==> config.mk <==
export PLATFORM = sky130hd
export DESIGN_NAME = sa_feed_ctrl
export DESIGN_NICKNAME = d
export VERILOG_FILES = /design/src/rtl/sa_pkg.sv /design/src/rtl/sa_skew_lane.sv /design/src/rtl/sa_feed_ctrl.sv
export SDC_FILE = /design/constraint.sdc
export NUM_CORES = 1
export LEC_CHECK = 0
export ABC_AREA = 1
export BUFFER_PORTS_ARGS = -buffer_cell sky130_fd_sc_hd__buf_2
export CELL_PAD_IN_SITES_DETAIL_PLACEMENT = 2
export CELL_PAD_IN_SITES_GLOBAL_PLACEMENT = 2
export CORE_MARGIN = 2
export CORE_UTILIZATION = 42
export CTS_BUF_LIST = sky130_fd_sc_hd__clkbuf_4
export CTS_CLUSTER_SIZE = 24
export DETAILED_ROUTE_END_ITERATION = 6
export PLACE_DENSITY_LB_ADDON = 0.1
export SYNTH_ARGS = -nofsm -noshare
export SYNTH_HDL_FRONTEND = slang
export SYNTH_SLANG_ARGS = --single-unit
==> constraint.sdc <==
create_clock -name clk -period 27.3 [get_ports clk]
set_input_delay 1.365 -clock clk [delete_from_list [all_inputs] [get_ports clk]]
set_output_delay 1.365 -clock clk [all_outputs]
set_load 0.01 [all_outputs]
==> src/rtl/sa_pkg.sv <==
// Shared constants, state encoding and skew-index helper for the systolic-array feed controller.
package sa_pkg;

  localparam int N         = 4;
  localparam int DW        = 10;
  localparam int CW        = 2 * DW;
  localparam int DRAIN_LEN = N;
  localparam int IW        = $clog2(N);
  localparam int TW        = $clog2(3 * N);
  localparam int FEED_LAST = 3 * N - 3;

  typedef enum logic [2:0] {
    IDLE  = 3'd0,
    CLR   = 3'd1,
    FEED  = 3'd2,
    DRAIN = 3'd3,
    DONE  = 3'd4
  } state_t;

  typedef struct packed {
    logic          vld;
    logic [IW-1:0] idx;
  } feed_t;

  // Element index a lane should present at step t; valid only while 0 <= t-lane < N.
  function automatic feed_t feed_idx(input logic [TW-1:0] t, input logic [IW-1:0] lane);
    feed_t         r;
    logic [TW-1:0] d;
    d     = t - TW'(lane);
    r.vld = (t >= TW'(lane)) && (d < TW'(N));
    r.idx = d[IW-1:0];
    return r;
  endfunction

endpackage

==> src/rtl/sa_skew_lane.sv <==
// One operand lane: selects the skewed element of its buffer row/column, zero outside its window.
module sa_skew_lane
  import sa_pkg::*;
(
  input  logic [TW-1:0]   t,
  input  logic            active,
  input  logic [IW-1:0]   lane,
  input  logic [N*DW-1:0] vec,
  output logic [DW-1:0]   elem
);

  feed_t sel_s;

  assign sel_s = feed_idx(t, lane);

  // Element select with zero gating outside the feed window
  always_comb begin
    elem = '0;
    if (active && sel_s.vld) begin
      elem = vec[int'(sel_s.idx) * DW +: DW];
    end else begin
      elem = '0;
    end
  end

endmodule

==> src/rtl/sa_feed_ctrl.sv <==
// Feed sequencer for an N x N systolic multiplier: buffers A/B, clears the array, drives skewed wavefronts.
// Optional SA_RUN_COUNT_EN adds a 16-bit completed-run counter output (run_cnt).
module sa_feed_ctrl
  import sa_pkg::*;
(
  input  logic            clk,
  input  logic            reset,
  input  logic            wr_en,
  input  logic            wr_sel,
  input  logic [IW-1:0]   wr_row,
  input  logic [IW-1:0]   wr_col,
  input  logic [DW-1:0]   wr_data,
  input  logic            start,
  output logic            busy,
  output logic            done,
  output logic            sa_clr,
  output logic [N*DW-1:0] a_bus,
  output logic [N*DW-1:0] b_bus
`ifdef SA_RUN_COUNT_EN
  ,
  output logic [15:0]     run_cnt
`endif
);

  state_t          state_r;
  logic [TW-1:0]   step_r;
  logic [DW-1:0]   a_buf_r [N][N];
  logic [DW-1:0]   b_buf_r [N][N];
  logic [N*DW-1:0] a_row_s [N];
  logic [N*DW-1:0] b_col_s [N];
  logic [N*DW-1:0] a_nxt_s;
  logic [N*DW-1:0] b_nxt_s;
  logic [TW-1:0]   lane_t_s;
  logic            lane_act_s;
  logic            wr_ok_s;

  // Lanes look one step ahead so the bus registers show step t during FEED step t.
  assign lane_t_s   = (state_r == CLR) ? {TW{1'b0}} : step_r + TW'(1);
  assign lane_act_s = (state_r == CLR) || ((state_r == FEED) && (step_r != TW'(FEED_LAST)));
  assign wr_ok_s    = (int'(wr_row) < N) && (int'(wr_col) < N);

  genvar gi, gk;
  generate
    for (gi = 0; gi < N; gi++) begin : g_lane
      for (gk = 0; gk < N; gk++) begin : g_el
        assign a_row_s[gi][gk*DW +: DW] = a_buf_r[gi][gk];
        assign b_col_s[gi][gk*DW +: DW] = b_buf_r[gk][gi];
      end

      sa_skew_lane u_a_lane (
        .t      (lane_t_s),
        .active (lane_act_s),
        .lane   (IW'(gi)),
        .vec    (a_row_s[gi]),
        .elem   (a_nxt_s[gi*DW +: DW])
      );

      sa_skew_lane u_b_lane (
        .t      (lane_t_s),
        .active (lane_act_s),
        .lane   (IW'(gi)),
        .vec    (b_col_s[gi]),
        .elem   (b_nxt_s[gi*DW +: DW])
      );
    end
  endgenerate

  // Run sequencer, buffer write port and registered outputs
  always_ff @(posedge clk or posedge reset) begin
    if (reset) begin
      state_r <= IDLE;
      step_r  <= '0;
      busy    <= 1'b0;
      done    <= 1'b0;
      sa_clr  <= 1'b0;
      a_bus   <= '0;
      b_bus   <= '0;
      for (int r = 0; r < N; r++) begin
        for (int c = 0; c < N; c++) begin
          a_buf_r[r][c] <= '0;
          b_buf_r[r][c] <= '0;
        end
      end
`ifdef SA_RUN_COUNT_EN
      run_cnt <= 16'd0;
`endif
    end else begin
      a_bus <= a_nxt_s;
      b_bus <= b_nxt_s;
      case (state_r)
        IDLE: begin
          done <= 1'b0;
          // A write coinciding with start lands before the run reads the buffers.
          if (wr_en && wr_ok_s) begin
            if (wr_sel) begin
              b_buf_r[wr_row][wr_col] <= wr_data;
            end else begin
              a_buf_r[wr_row][wr_col] <= wr_data;
            end
          end
          if (start) begin
            state_r <= CLR;
            sa_clr  <= 1'b1;
            busy    <= 1'b1;
            step_r  <= '0;
          end
        end
        CLR: begin
          sa_clr  <= 1'b0;
          step_r  <= '0;
          state_r <= FEED;
        end
        FEED: begin
          if (step_r == TW'(FEED_LAST)) begin
            step_r  <= '0;
            state_r <= DRAIN;
          end else begin
            step_r <= step_r + TW'(1);
          end
        end
        DRAIN: begin
          if (step_r == TW'(DRAIN_LEN - 1)) begin
            step_r  <= '0;
            state_r <= DONE;
            busy    <= 1'b0;
            done    <= 1'b1;
`ifdef SA_RUN_COUNT_EN
            run_cnt <= run_cnt + 16'd1;
`endif
          end else begin
            step_r <= step_r + TW'(1);
          end
        end
        DONE: begin
          done    <= 1'b0;
          state_r <= IDLE;
        end
        default: begin
          state_r <= IDLE;
          step_r  <= '0;
          busy    <= 1'b0;
          done    <= 1'b0;
          sa_clr  <= 1'b0;
        end
      endcase
    end
  end

endmodule
; Yosys cells after proc, flatten, opt, wreduce, memory -nomap -nowiden
; Index checks and enable logic that the tools add are counted.
[word_totals]
output_inout_bits = 83
register_bits = 410
inputBits = 19
[op_classes]
n_mux = 29
n_mul = 4
shift = 8
n_eq_ne = 10
reduce_logical = 23
n_addsub = 4
order_cmp = 12
n_bitwise = 7
[op_table]
columns = cell, n
row1 = 160-bit bitwise mux, 2
row2 = 40-bit by 32-bit indexed part select with 10-bit output, 8
row3 = 10-bit two-way mux, 9
row4 = 40-bit demux with 2-bit select, 1
row5 = 40-bit two-way mux, 1
row6 = 10-bit demux with 2-bit select, 1
row7 = "2-bit by 3-bit multiplier with 5-bit output, second input constant", 4
row8 = "4-bit by 3-bit < comparator with 1-bit output, second input constant", 4
row9 = 4-bit two-way mux, 4
row10 = 4-bit case mux with 4 select lines, 1
row11 = 3-bit case mux with 4 select lines, 1
row12 = 3-bit AND reduction, 4
row13 = 1-bit logical AND, 11
row14 = 3-bit two-way mux, 3
row15 = "4-bit by 1-bit greater-or-equal comparator with 1-bit output, second input constant", 2
row16 = "4-bit by 2-bit greater-or-equal comparator with 1-bit output, second input constant", 2
row17 = "4-bit by 2-bit subtractor with 4-bit output, second input constant", 2
row18 = "3-bit by 2-bit equality test with 1-bit output, second input constant", 2
row19 = "3-bit greater-or-equal comparator, second input constant", 2
row20 = "3-bit by 1-bit < comparator with 1-bit output, second input constant", 2
row21 = 2-bit inverter with 3-bit output, 2
row22 = 2-bit AND reduction, 3
row23 = 3-bit OR reduction, 2
row24 = 1-bit inverter, 5
row25 = 15 further kinds, 19

; Depth between registers and ports, before layout
; Gate-level depths: netlist of run 1.
[logic_depth]
ltp_word = 8
mapped_depth = 15

; Cells and area by module
; Synthesis of run 1 repeated with hierarchy kept, for this count alone.
[hier_totals]
cells_unflattened = 2550
area_unflattened_um2 = 19759.0
[modules_own_cells]
columns = module, cells_each, seq_area_each_um2, n_inst, area_per_inst_um2
row1 = sa_feed_ctrl, 1283, 10259.8, 1, 14147.3
row2 = sa_skew_lane at g_lane[0].u_a_lane ..., 161, 0.0, 5, 732.0
row3 = sa_skew_lane at g_lane[0].u_b_lane ..., 154, 0.0, 3, 650.6

; Least setup slack after synthesis of run 1
; OpenSTA, ideal clock, no wires.
[synth_path]
kind = input port to flip-flop
from = input port wr_en
to = register b_buf_r[109] in the netlist's numbering
setup_slack_ns = 25.038
setup_ns = 0.135
stages = 7
t_arrival_ns = 2.127
path_buffers = 2
path_cell_list = nand2_1 nor2_4 buf_4 nand2_1 clkbuf_1 nand2_1 o21ai_0
[synth_via]
elab_chain_len = 1
[synth_lines]
columns = item, line_no
row1 = "start, declared", sa_feed_ctrl.sv:8  ; input logic wr_en,
row2 = 3-bit AND reduction (no source line), --
row3 = "end signal, assigned by index", sa_feed_ctrl.sv:96  ; b_buf_r[wr_row][wr_col] <= wr_data;
row4 = "end, declared", sa_feed_ctrl.sv:28  ; logic [DW-1:0] b_buf_r [N][N];
; No other way between the ends.
; A chain may end at the register's enable or synchronous reset.

; Final worst setup path of run 1
[layout_path]
from = register state_r[1]
to = register a_bus[18]
[layout_via]
elab_chain_len = 7
[layout_lines]
columns = item, line_no
row1 = "start, declared", sa_feed_ctrl.sv:25  ; state_t state_r;
row2 = "start signal, assigned", sa_feed_ctrl.sv:71  ; state_r <= IDLE;
row3 = "start signal, assigned", sa_feed_ctrl.sv:102  ; state_r <= CLR;
row4 = "start signal, assigned", sa_feed_ctrl.sv:111  ; state_r <= FEED;
row5 = "parallel branches: the longest is 6 deep, another holds 2-bit by 3-bit multiplier with 5-bit output", --
row6 = 10-bit two-way mux (*), sa_skew_lane.sv:19  ; if (active && sel_s.vld) begin
row7 = via a_nxt_s[18], sa_feed_ctrl.sv:31  ; logic [N*DW-1:0] a_nxt_s;
row8 = "end signal, assigned", sa_feed_ctrl.sv:88  ; a_bus <= a_nxt_s;
row9 = "end, declared", sa_feed_ctrl.sv:17  ; output logic [N*DW-1:0] a_bus,
; Mark *: on every way through the listed nets, which the timed path passes.

==> impl_metrics.yaml, run 1 <==
clock_network:
  cts_hold_buf: 0
  cts_resized: 0
  cts_sinks: 410
  clk_path_buf_depth: 3
  cts_buffers: 111
  h-tree-depth: 3
  root_buffer: "clkbuf_4"
  tritoncts: "done"
  cts_setup_buffers: 0
  clkLatencyLatePin_ns: 0.87
  clk_pin_slew_worst_paths_ns: 0.07
global_route:
  grt_first_pass_wirelength_um: 89600
  antenna_found_initial: 3
  grt_overflow_total: 0
  grt_pass1_vias: 16300
  grt_usage_pct: 27.2
  grt_max_degree: 115
timing:
  rsz0062_at_grt: "no"
  clock_skew_ns: 0.0370
  slew_headroom_pct: 17.0
  drv_slew: 0
  worstMarginPinSlew_ns: 1.24
  whs_ns: 0.486
  setup_viol: 0
  setup_ws_ns: 23.61
  fin_crit_sh_pct: 13.5
  fmax_mhz: 271
  finalHoldViolCount: 0
  fin_crit_ns: 3.69
  finalSetupTns_ns: 0
route:
  top_layer: "met5"
  drc: 0
  route.met2.wl_um: 27900
  vias: 14400
  met3_length_um: 1880
  dr.pass1.iters: 4
  routed_wl_um: 56000
  first_iter_violations: 765
  routed_via_density: 5.30
  wl_met1_um: 25100
  ant_nets: 0
  wire_per_inst_um: 20.5
worst_hold_path:
  hold_class: "flip-flop to flip-flop"
yosys:
  yosys_warnings: 0
  yosysTopAreaCellShare_pct: 59.4
  synth_area_um2: 17300
  synth_nets: 2045
  synth_cell_type_count: 25
  yosys.area.top_type: "dfrtp_1"
  syn_area_per_cell_um2: 8.56
  synth_cells: 2020
  synthTopCellsByArea: "dfrtp_1 (59%), nand2_1 (15%), o21ai_0 (6.8%)"
  ys_seq_area_share_pct: 59.4
  synth_seq_cells: 410
setup_path:
  critPathMaxFanout: 76
  crit_chain: "inv_2 -> nand3_2 -> nand2_4 -> ha_1 -> nand3b_1 -> nand2_1 -> nor2_1 -> nand3_1 -> nor2_1"
  crit_top_cell: "nor2_1"
  arrival_ns: 4.42
  criticalPathCategory: "flip-flop to flip-flop"
  cpMaxStageDelayCell: "nand3_1"
  slowest_delay_ns: 0.87
  start_kind: "flip-flop"
  endpoint_kind: "flip-flop"
  required_ns: 28.03
placed_design:
  dp_slack_ns: 23.66
  place_hpwl_um: 32200
  place_inst: 2523
  placed_area_um2: 17900
  place_congestion: 0.796
  port-buffer-count: 101
power:
  powerDensity_nw_per_um2: 102
  irDropWorstVdd_v: 0.0000754
  power.leakage_nw: 9.57
  power_mw: 1.98
layout:
  mostFrequentLayoutCells: "nand2_1 (671), dfrtp_1 (410), o21ai_0 (234), clkbuf_4 (182), inv_1 (136)"
  syn2layout_area_growth_pct: 12.2
  final_common_cell: "nand2_1"
  num-fill-cells: 4583
  fin_util_pct: 47.6
  finalNonFillerCells: 2725
  nets: 2129
  design_area_um2: 19400
  layout-drive-gt1-share_pct: 14.6
floorplan:
  die_width_um: 207
  core-area_um2: 40700
  ioPinCount: 102
  chipHeight_um: 207
  row_count: 74
  start_util_pct: 42.4
  die_area_um2: 42800
flow_run:
  drv_cap: 0
run_status:
  status: "finished clean"
## cell families after synthesis
family	Yosys count	share of synthesized area, %
and+or+nand+nor	818	18.3
AOI/OAI and AO/OA	494	14.9
DFF	410	59.4
buffers and inverters	291	7.01
adders and majority gates	6	0.434
xor gates and xnor gates	1	0.0507
## Yosys cell counts (all sizes together)
| master | n |
|---|---|
| ha | 6 |
| xnor2 | 1 |
| nand2 | 675 |
| buf | 66 |
| nand4 | 2 |
| nor2 | 125 |
| dfrtp | 410 |
| o211ai | 40 |
| o21ai | 349 |
| nand3 | 14 |
| a21oi | 103 |
| nand3b | 2 |
| clkbuf | 82 |
| inv | 143 |
| o22ai | 2 |
## critical path: cells and delay by family, from the launching register on
kind | cells | cell delay (ns)
buf+inv | 1 | 0.09
simple gates | 7 | 2.75
fa+ha+maj | 1 | 0.30
flops | 1 | 0.42
## routing by layer
layer  vias up  global-route usage, %
met4         2                   8.61
met5         -                      0
met2       237                   46.4
met3        85                   4.84
li1       6647                      -
met1      7476                   35.1
## flip-flops by register name (all words and copies together), names as in the netlist
register,flops
step_r,4
b_buf_r,160
b_bus,40
a_buf_r,160
a_bus,40
state_r,3
sa_clr,1
busy,1
done,1
## area by class of cell
type                            instances  area [um2]  area share, %
Antenna cell                            2        5.00         0.0258
Clock buffer                          182        1370           7.04
Clock inverter                         18        97.6          0.503
Inverter                              143         544           2.81
Multi-Input combinational cell       1319        5820           30.0
Sequential cell                       410       10300           52.9
Tap cell                              532         666           3.43
Timing Repair Buffer                  119         641           3.30
## path summary, 6_finish.rpt
kind / depth (start not counted) / slack, ns / to / start
max in group asynchronous: 3 / 24.99 / a_buf_r[21]$_DFFE_PP0P_ / reset
setup reg to reg: 9 / 23.61 / a_bus[18]$_DFF_PP0_ / state_r[1]$_DFFE_PP0P_
setup / recovery: 9 / 23.61 / a_bus[18]$_DFF_PP0_ / state_r[1]$_DFFE_PP0P_
min in group asynchronous: 2 / 0.61 / a_bus[37]$_DFF_PP0_ / reset
hold reg to reg: 2 / 0.49 / a_buf_r[106]$_DFFE_PP0P_ / a_buf_r[106]$_DFFE_PP0P_
hold / removal: 2 / 0.49 / a_buf_r[106]$_DFFE_PP0P_ / a_buf_r[106]$_DFFE_PP0P_
## power breakdown
group / internal [mW] / switching [mW]
combinational: 0.168 / 0.470
clock: 0.307 / 0.267
sequential: 0.712 / 0.0581
No activity file was read; power rests on OpenSTA's default activity.
==> run 2, diff against run 1 <==
--- a/config.mk
+++ b/config.mk
@@ -5,12 +5,12 @@
 export SDC_FILE = /design/constraint.sdc
 export NUM_CORES = 1
 export LEC_CHECK = 0
-export ABC_AREA = 1
+export ABC_AREA = 0
 export BUFFER_PORTS_ARGS = -buffer_cell sky130_fd_sc_hd__buf_2
 export CELL_PAD_IN_SITES_DETAIL_PLACEMENT = 2
 export CELL_PAD_IN_SITES_GLOBAL_PLACEMENT = 2
 export CORE_MARGIN = 2
-export CORE_UTILIZATION = 42
+export CORE_UTILIZATION = 45
 export CTS_BUF_LIST = sky130_fd_sc_hd__clkbuf_4
 export CTS_CLUSTER_SIZE = 24
 export DETAILED_ROUTE_END_ITERATION = 6
==> constraint.sdc (replaced) <==
create_clock -name clk -period 3.57 [get_ports clk]
set_input_delay 0.1785 -clock clk [delete_from_list [all_inputs] [get_ports clk]]
set_output_delay 0.1785 -clock clk [all_outputs]
set_load 0.01 [all_outputs]
==> impl_metrics.yaml, run 2 <==
power:
  powerDensity_nw_per_um2: 743
  irDropWorstVdd_v: 0.000815
  power_mw: 14.9
  power.leakage_nw: 9.82
clock_network:
  tritoncts: "done"
  cts_hold_buf: 4
  clk_path_buf_depth: 3
  h-tree-depth: 3
  clk_pin_slew_worst_paths_ns: 0.06
  cts_buffers: 109
  cts_resized: 0
  clkLatencyLatePin_ns: 0.84
  cts_sinks: 410
  root_buffer: "clkbuf_4"
  cts_setup_buffers: 0
yosys:
  synth_seq_cells: 410
  yosys_warnings: 0
  ys_async_sr_fraction_pct: 100
  yosysTopAreaCellShare_pct: 58.2
  syn_area_per_cell_um2: 14.0
  synth_ff_type: "dfrtp_1"
  synth_area_um2: 17600
  synth_cells: 1262
  synth_nets: 1287
  synthTopCellsByArea: "dfrtp_1 (58%), mux2_2 (21%), a211oi_1 (2.8%)"
  yosys.area.top_type: "dfrtp_1"
  synthMostInstantiatedCell: "dfrtp_1"
  synth_cell_type_count: 49
  synth-edff-count: 0
  synth_common_cells: "dfrtp_1 (410), mux2_2 (323), clkbuf_1 (71)"
  ys_seq_area_share_pct: 58.2
timing:
  worstMarginPinSlew_ns: 1.08
  clock_skew_ns: 0.0762
  fmax_mhz: 334
  rsz0062_at_grt: "no"
  finalHoldViolCount: 0
  slew_headroom_pct: 27.7
  drv_slew: 0
  fin_crit_ns: 3.00
  fin_crit_sh_pct: 83.9
  setup_viol: 0
  finalSetupTns_ns: 0
route:
  drc: 0
  vias: 11000
  routed_wl_um: 47300
  wire_per_inst_um: 23.7
  dr.pass1.iters: 4
  ant_nets: 0
  first_iter_violations: 329
  routed_via_density: 5.54
layout:
  multi_input_area_um2: 6970
  reg_top3: "a_buf_r: 160 flops, b_buf_r: 160 flops"
  mostFrequentLayoutCells: "dfrtp_1 (409), mux2_2 (323), clkbuf_4 (162), buf_2 (101), nor2b_1 (66)"
  seqCellArea_um2: 10300
  num-fill-cells: 3617
  final_common_cell: "dfrtp_1"
  nets: 1431
  layout-drive-gt1-share_pct: 45.7
  syn2layout_area_growth_pct: 13.4
setup_path:
  reg2reg_depth: 7
  slowest_delay_ns: 0.78
  arrival_ns: 3.67
  required_ns: 4.24
  cpMaxStageDelayCell: "or4_4"
  crit_chain: "ha_1 -> xor2_1 -> nand2_1 -> ha_1 -> xor2_1 -> or4_4 -> a311oi_2"
  critPathMaxFanout: 20
  endpoint_kind: "flip-flop"
  r2r_slack_ns: 0.57
  criticalPathCategory: "flip-flop to flip-flop"
  start_kind: "flip-flop"
global_route:
  grt_max_degree: 125
  grt_pass1_vias: 12900
  grt_overflow_total: 0
  grt_usage_pct: 24.2
  grt_first_pass_wirelength_um: 76000
  antenna_found_initial: 1
floorplan:
  row_count: 72
  ioPinCount: 102
  die_width_um: 202
  chipHeight_um: 202
  die_area_um2: 40800
  start_util_pct: 45.6
  core-area_um2: 38600
run_status:
  status: "finished clean"
worst_hold_path:
  hold_class: "primary input to flip-flop"
  min_path_cells: 2
placed_design:
  place_congestion: 0.712
  place_hpwl_um: 28200
  port-buffer-count: 101
flow_run:
  drv_cap: 0
[run 2: cell count changes in the layout (fill, tap and decap cells not counted), sizes merged, moves of 9 or more]
cell,change
a221oi,+9
mux2i,+38
clkbuf,-20
a21oi,-97
mux4,+20
nor2,-73
mux2,+323
nor2b,+66
a311oi,+21
o21ai,-334
a211oi,+65
inv,-135
nand2,-612
o211ai,-39
[run 2: worst paths after layout]
check	from	to
worst max-delay path	step_r[0]$_DFFE_PP0P_	b_bus[27]$_DFF_PP0_
worst min-delay path	wr_data[4]	b_buf_r[154]$_DFFE_PP0P_
worst max register to register	step_r[0]$_DFFE_PP0P_	b_bus[27]$_DFF_PP0_
worst min register to register	done$_DFFE_PP0P_	done$_DFFE_PP0P_
max in group asynchronous	reset	b_buf_r[51]$_DFFE_PP0P_
min in group asynchronous	reset	a_buf_r[81]$_DFFE_PP0P_
[run 2: metal layers]
metal  part of all wire (%)  GRT usage, %  up-vias  wire, um
li1                       -             -     4885         -
met1                     45          32.4     5906     21200
met2                     50          40.7      186     23700
met3                    3.5          3.97       60      1660
met4                    1.5          7.56        0       723
met5                      0             0        -         0
[run 2: metrics by stage]
step / std cells / instance area (um2) / setup slack (ns) / utilization (%) / hold WS (ns)
global route: 1993 / 20000 / 0.286 / 51.7 / 0.0630
finish: 1993 / 20000 / 0.574 / 51.7 / 0.0920
CTS: 1992 / 20000 / 0.526 / 51.7 / 0.0110
floorplan: 1262 / 17600 / -2.13 / - / 0.330
global placement: 1809 / 18600 / 0.723 / 48.2 / 0.223
detailed placement: 1809 / 18600 / 0.567 / 48.2 / 0.230
[run 2: area by class of cell]
class	count	share of cell area, %
Sequential cell	410	51.3
Timing Repair Buffer	124	3.82
Antenna cell	1	0.0125
Tap cell	518	3.24
Clock inverter	17	0.513
Inverter	7	0.156
Multi-Input combinational cell	754	34.9
Clock buffer	162	6.08
[run 2: kinds of logic (layout without fill, tap and decap cells)]
group / Yosys count / in the layout / share of synthesized area [%]
compound gates: 137 / 137 / 6.46
xor+xnor: 6 / 6 / 0.383
fa+ha+maj: 6 / 6 / 0.426
buf+inv: 98 / 310 / 2.29
flops: 410 / 410 / 58.2
mux: 381 / 381 / 25.3
other cells: 0 / 1 / 0
simple gates: 224 / 224 / 6.91
[run 2: critical path: cells and delay by family, from the launching register on]
family | cells | cell delay (ns)
AND/OR/NAND/NOR | 2 | 0.94
XOR/XNOR | 2 | 0.60
adder cells (fa/ha/maj) | 2 | 0.55
flip-flops | 1 | 0.50
AO/OA/AOI/OAI | 1 | 0.29
[run 2: report_power, final]
group	leakage, nW	switching, mW	total [mW]	internal [mW]
clock network	0.790	1.92	4.03	2.11
logic	3.38	3.25	5.06	1.81
registers	5.66	0.421	5.76	5.34
